==> src/rtl/fp_unit_arbiter.sv <==
// Shares one single-precision adder and one multiplier between two requesters,
// holding operands stable for SETTLE_CYCLES before capturing the unit result.
module fp_unit_arbiter #(
    parameter int SETTLE_CYCLES = 2
) (
    input  logic        clk,
    input  logic        rst,
    input  logic        req0_valid,
    output logic        req0_ready,
    input  logic [1:0]  req0_op,
    input  logic [31:0] req0_a,
    input  logic [31:0] req0_b,
    input  logic        req1_valid,
    output logic        req1_ready,
    input  logic [1:0]  req1_op,
    input  logic [31:0] req1_a,
    input  logic [31:0] req1_b,
    output logic        rsp0_valid,
    input  logic        rsp0_ready,
    output logic        rsp1_valid,
    input  logic        rsp1_ready,
    output logic [31:0] rsp_result,
    output logic [31:0] add_a,
    output logic [31:0] add_b,
    input  logic [31:0] add_result,
    output logic [31:0] mul_a,
    output logic [31:0] mul_b,
    input  logic [31:0] mul_result,
    output logic        busy
);

    typedef enum logic [1:0] {IDLE, EXEC, RESP} state_t;

    localparam logic [1:0]  OP_ADD   = 2'b00;
    localparam logic [1:0]  OP_SUB   = 2'b01;
    localparam logic [1:0]  OP_MUL   = 2'b10;
    localparam logic [31:0] QNAN     = 32'h7FC0_0000;
    localparam logic [3:0]  CNT_LOAD = 4'(SETTLE_CYCLES - 1);

    state_t      state;
    logic        rr;
    logic [3:0]  cnt;
    logic [1:0]  op_q;
    logic [31:0] a_q;
    logic [31:0] b_q;
    logic        id_q;
    logic [31:0] result_q;

    logic        any_req;
    logic        grant_id;
    logic        accept;
    logic [31:0] capture_val;

    // Round-robin pointer only breaks ties; a lone requester always wins.
    always_comb begin
        grant_id = rr;
        if (req0_valid && !req1_valid) begin
            grant_id = 1'b0;
        end else if (req1_valid && !req0_valid) begin
            grant_id = 1'b1;
        end
    end

    assign any_req    = req0_valid || req1_valid;
    assign accept     = (state == IDLE) && any_req;
    assign req0_ready = accept && !grant_id;
    assign req1_ready = accept && grant_id;

    always_comb begin
        add_a = '0;
        add_b = '0;
        mul_a = '0;
        mul_b = '0;
        if (state == EXEC) begin
            case (op_q)
                OP_ADD: begin
                    add_a = a_q;
                    add_b = b_q;
                end
                OP_SUB: begin
                    add_a = a_q;
                    add_b = {~b_q[31], b_q[30:0]};
                end
                OP_MUL: begin
                    mul_a = a_q;
                    mul_b = b_q;
                end
                default: ;
            endcase
        end
    end

    always_comb begin
        case (op_q)
            OP_ADD, OP_SUB: capture_val = add_result;
            OP_MUL:         capture_val = mul_result;
            default:        capture_val = QNAN;
        endcase
    end

    always_ff @(posedge clk) begin
        if (rst) begin
            state    <= IDLE;
            rr       <= 1'b0;
            cnt      <= '0;
            op_q     <= '0;
            a_q      <= '0;
            b_q      <= '0;
            id_q     <= 1'b0;
            result_q <= '0;
        end else begin
            case (state)
                IDLE: begin
                    if (accept) begin
                        op_q  <= grant_id ? req1_op : req0_op;
                        a_q   <= grant_id ? req1_a : req0_a;
                        b_q   <= grant_id ? req1_b : req0_b;
                        id_q  <= grant_id;
                        rr    <= ~grant_id;
                        cnt   <= CNT_LOAD;
                        state <= EXEC;
                    end
                end
                EXEC: begin
                    if (cnt == 4'd0) begin
                        result_q <= capture_val;
                        state    <= RESP;
                    end else begin
                        cnt <= cnt - 4'd1;
                    end
                end
                RESP: begin
                    if (id_q ? rsp1_ready : rsp0_ready) begin
                        state <= IDLE;
                    end
                end
                default: state <= IDLE;
            endcase
        end
    end

    assign rsp0_valid = (state == RESP) && !id_q;
    assign rsp1_valid = (state == RESP) && id_q;
    assign rsp_result = result_q;
    assign busy       = (state != IDLE);

    settle_range: assert property (@(posedge clk) (SETTLE_CYCLES >= 1) && (SETTLE_CYCLES <= 15));

endmodule

==> config.mk <==
export PLATFORM = sky130hd
export DESIGN_NAME = fp_unit_arbiter
export DESIGN_NICKNAME = d
export VERILOG_FILES = /design/src/rtl/fp_unit_arbiter.sv
export SDC_FILE = /design/constraint.sdc
export NUM_CORES = 1
export LEC_CHECK = 0
export ABC_CLOCK_PERIOD_IN_PS = 2300
export CORE_AREA = 3 3 143 145
export CTS_BUF_LIST = sky130_fd_sc_hd__clkbuf_4 sky130_fd_sc_hd__clkbuf_8
export DETAILED_ROUTE_END_ITERATION = 7
export DIE_AREA = 0 0 146 148
export PLACE_DENSITY = 0.7
export SYNTH_ARGS = -nofsm -noshare
export SYNTH_HDL_FRONTEND = slang
export SYNTH_SLANG_ARGS = --single-unit
==> constraint.sdc <==
create_clock -name clk -period 2.3 [get_ports clk]
set_input_delay 0.23 -clock clk [delete_from_list [all_inputs] [get_ports clk]]
set_output_delay 0.23 -clock clk [all_outputs]
set_load 0.05 [all_outputs]
* Yosys cells after proc, flatten, opt, wreduce, memory -nomap -nowiden
Index checks and enable logic that the tools add are counted.
W data, S select, Z words.
** Word-level totals
- Bits in registers :: 106
- Logic and storage cells :: 63
** Cells by class
- Reductions and logical operators :: 22
- Equal/unequal tests :: 8
- Bitwise gates (word level) :: 2
- Multiplexer cells :: 22
- Add/subtract/negate cells :: 1
** Operators by type and width (number)
- $mux W32 :: 9
- $pmux W32 S2 :: 2
- $mux W2 :: 4
- $mux W4 :: 2
- $pmux W4 S2 :: 1
- $logic_and A1 B1 Y1 :: 7
- $ne A2 B2 Y1 const B :: 3
- $pmux W2 S3 :: 1
- $reduce_and A3 Y1 :: 2
- $eq A2 B1 Y1 const B :: 2
- $eq A2 B2 Y1 const B :: 2
- $logic_not A1 Y1 :: 4
- $logic_not A2 Y1 :: 2
- $logic_not A4 Y1 :: 1
- $reduce_and A2 Y1 :: 2
- $reduce_bool A2 Y1 :: 2
- $sub A4 B1 Y4 const B :: 1
- $mux W1 :: 3
- $ne A2 B1 Y1 const B :: 1
- $not A1 Y1 :: 2
- $reduce_or A2 Y1 :: 1
- $logic_or A1 B1 Y1 :: 1

* Depth between registers and ports, before layout
- Depth after elaboration :: 6
- Mapped depth :: 7
- Gate-level depth less buffers :: 5

* Worst setup path before layout
Ideal clock, no wire load.
- Path type :: reg-to-output
- Start point :: register state[1]
- End point :: output add_b[31]
- Cell stages (with the launch flop) :: 5
- Arrival :: 1913 ps
- Slack :: 157 ps
- Path through :: dfxtp_1 > nand2b_1 > buf_2 > buf_2 > nor3_1
** On the way
- Longest elaborated chain between the ends :: 2
** RTL lines
- start: declaration :: RTL line 40 : state_t state;
- start signal: assignment :: RTL line 103 : state <= IDLE;
- start signal: assignment :: RTL line 121 : state <= EXEC;
- start signal: assignment :: RTL line 127 : state <= RESP;
- $eq A2 B1 Y1 :: RTL line 74 : if (state == EXEC) begin
- $mux W32 :: RTL line 74
- end: declaration :: RTL line 24 : output logic [31:0] add_b,
Every way passes these cells.

* Worst setup path in the final report
- Start point :: register state[1]
- End point :: output rsp1_valid
** On the way
- Longest elaborated chain between the ends :: 2
** RTL lines
- $eq A2 B2 Y1 :: RTL line 143 : assign rsp1_valid = (state == RESP) && id_q;
- $logic_and A1 B1 Y1 :: RTL line 143
- end: declaration :: RTL line 20 : output logic rsp1_valid,
Every way passes these cells.

==> impl_metrics.yaml <==
pwr:
  power_density_nw_per_um2: 575
  internal_power_mw: 3.60
  swShare: 0.388
  irDropWorstVdd_v: 0.000305
  power_switching_mw: 2.28
  comb_power_share: 0.407
  leakagePower_nw: 4.26
  pwr-share-seq: 0.385
  p_clk_frac: 0.208
routing:
  routed_via_density: 5.18
  vias: 6261
  first_pass_iters: 5
  wire_per_inst_um: 19.8
  routed_wl_um: 23900
  post-route-drc-count: 0
  drt_iter0_drc: 346
  antenna_left: 0
sta:
  tightest_slew_ns: 0.829
  max-slew-margin-rel: 0.447
  hold_viol_final: 0
  post-route-period-util: 0.942
  fin_skew_ns: 0.0131
  min_period_ns: 2.17
  max_freq_mhz: 462
  final_max_slew_viol_count: 0
  rsz0062_at_grt: "false"
  fin_tns_setup_ns: 0
  timing.final.ws_setup_ns: 0.134
  setup_viol: 0
global_route:
  grt_antenna_before_repair: 0
  grt-ovfl-total: 0
  track_usage: 0.208
  grt_pass1_vias: 6154
  grt_pass1_wl_um: 36000
  grt_max_degree: 98
die:
  start_util: 0.292
  core_area_um2: 19300
  fp-row-count: 51
  die_area_um2: 21600
  fp.dieH_um: 148
  die_w_um: 146
  num_io_pins: 367
synth:
  ys_seq_area_frac: 0.376
  syn-cell-area_um2: 5640
  synth_compound_area_frac: 0.237
  yosys.area_share.adder: 0.00444
  synthSimpleGateAreaFrac: 0.307
  synth_flop_cell: "dfxtp_1"
  synth_xor_area_frac: 0.00155
  yosysMostFrequentCell: "dfxtp_1"
  synth_top_family_by_area: "simple AND/OR/NAND/NOR gates"
  synth_warnings: 0
  netlist_instances: 623
  ys_types: 41
  ys_top_cells_by_count: "dfxtp_1, a221o_1, and4_1, and3_1, and2_1"
  async_flop_share: 0
  synth_nets: 827
  synth_edf_count: 0
  netlist.area_leader.share: 0.376
  synthMuxAreaShare: 0.00177
  postSynthAreaPerCell_um2: 9.05
  synthTopCellsByArea: "dfxtp_1, a221o_1, and4_1"
  ys_ff_latch: 106
  synth_top_cell_by_area: "dfxtp_1"
clocking:
  clkLatencyLatePin_ns: 0.38
  htreeDepth: 3
  clkTransAtPathRegs_ns: 0.11
  cts_hold_buf: 0
  cts_made_buffers: 9
  cts_tree: "built"
  cts_sinks: 106
  cts_max_path_buffers: 2
  cts_root_buf: "clkbuf_8"
status:
  status: "completed"
critical_path:
  critPathLaunchType: "register"
  end_kind: "output pin"
  crit_type: "reg -> out"
  cp.required_ns: 2.07
  path_max_fanout: 6
  crit_arrival_ns: 1.94
final_layout:
  syn_to_final_growth_pct: 81.2
  antenna_cells: 0
  nets: 1143
  drive_gt1_frac: 0.197
place:
  io_buffers: 366
  hpwl_um: 17200
  place_ws_ns: 0.285
  gp_congestion: 0.778
worst_hold_path:
  hold_class: "in -> reg"
flow_run:
  drv_cap: 0
==> power by group through the flow <==
stage / Combinational [mW] / Sequential (mW) / Clock (mW)
3_5_place_dp: 2.39 / 2.30 / 0
2_1_floorplan: 1.16 / 2.49 / 0
3_3_place_gp: 2.37 / 2.29 / 0
4_1_cts: 2.41 / 2.26 / 1.25
6_report: 2.40 / 2.26 / 1.22
5_1_grt: 2.55 / 2.30 / 1.31
==> kinds of logic after synthesis <==
kind of cell,count (synthesis)
AO/OA/AOI/OAI,178
XOR/XNOR,1
flip-flops,106
multiplexers,1
buffers and inverters,86
AND/OR/NAND/NOR,249
adder cells (fa/ha/maj),2
==> layer usage <==
metal / vias to the layer above / global-route usage / wire [um]
met5: - / 0 / 0
met4: 0 / 0.0611 / 489
met3: 26 / 0.0503 / 1530
met2: 242 / 0.361 / 11900
met1: 2982 / 0.258 / 10000
li1: 3011 / - / -
==> flip-flops by register name, indices dropped and copies added (netlist names) <==
register,count
state,2
rr,1
a_q,32
rsp_result,32
b_q,32
op_q,2
id_q,1
cnt,4
==> repair_timing <==
action | CTS | global route
resized for setup | 0 | 2
setup buffers | 2 | 0
setup endpoints to repair | 24 | 3
pin swaps | 1 | 0
==> layout make-up <==
class	count	area, um2
fill	1811	9110
timing repair buffer	386	4390
multi-input combinational	431	3160
sequential	106	2120
tap	265	332
clock buffer	9	124
clock inverter	7	76.3
inverter	5	18.8
==> worst paths after layout <==
path | depth (start not counted) | endpoint | from | slack, ns
worst min register to register | 2 | rsp_result[25] | rsp_result[25] | 0.48
worst max-delay path | 2 | rsp1_valid | state[1] | 0.13
worst max register to register | 3 | a_q[21] | state[1] | 0.30
worst min-delay path | 2 | a_q[5] | req1_a[5] | 0.44
==> worst max-delay path: stages (launching register included) <==
cell and delay, ns:
dfxtp_1 0.52, and3b_1 0.22, clkdlybuf4s50_1 0.82
==> metrics by stage <==
stage	area (um2)	hold WS (ns)	power [mW]	utilization	std cells
5_1_grt	10200	0.423	6.16	0.529	1209
2_1_floorplan	5640	0.368	3.65	-	623
6_report	10200	0.442	5.88	0.529	1209
4_1_cts	10200	0.414	5.93	0.528	1209
3_3_place_gp	9990	0.457	4.66	0.517	1191
3_5_place_dp	9990	0.469	4.70	0.517	1191
==> placed cells by master, fill, tap and decap left out, drive strengths merged, types with 7 or more instances in the layout <==
cell type	netlist	routed
a211oi	23	23
a21oi	61	61
a221o	66	66
and2	64	64
and3	65	65
and4	67	67
buf	31	151
clkbuf	50	9
clkdlybuf4s50	0	234
dfxtp	106	106
inv	5	7
nor2b	25	25
o2111ai	9	9
o21ai	13	13
or2	10	10
Power figures use the tool's default switching activity.
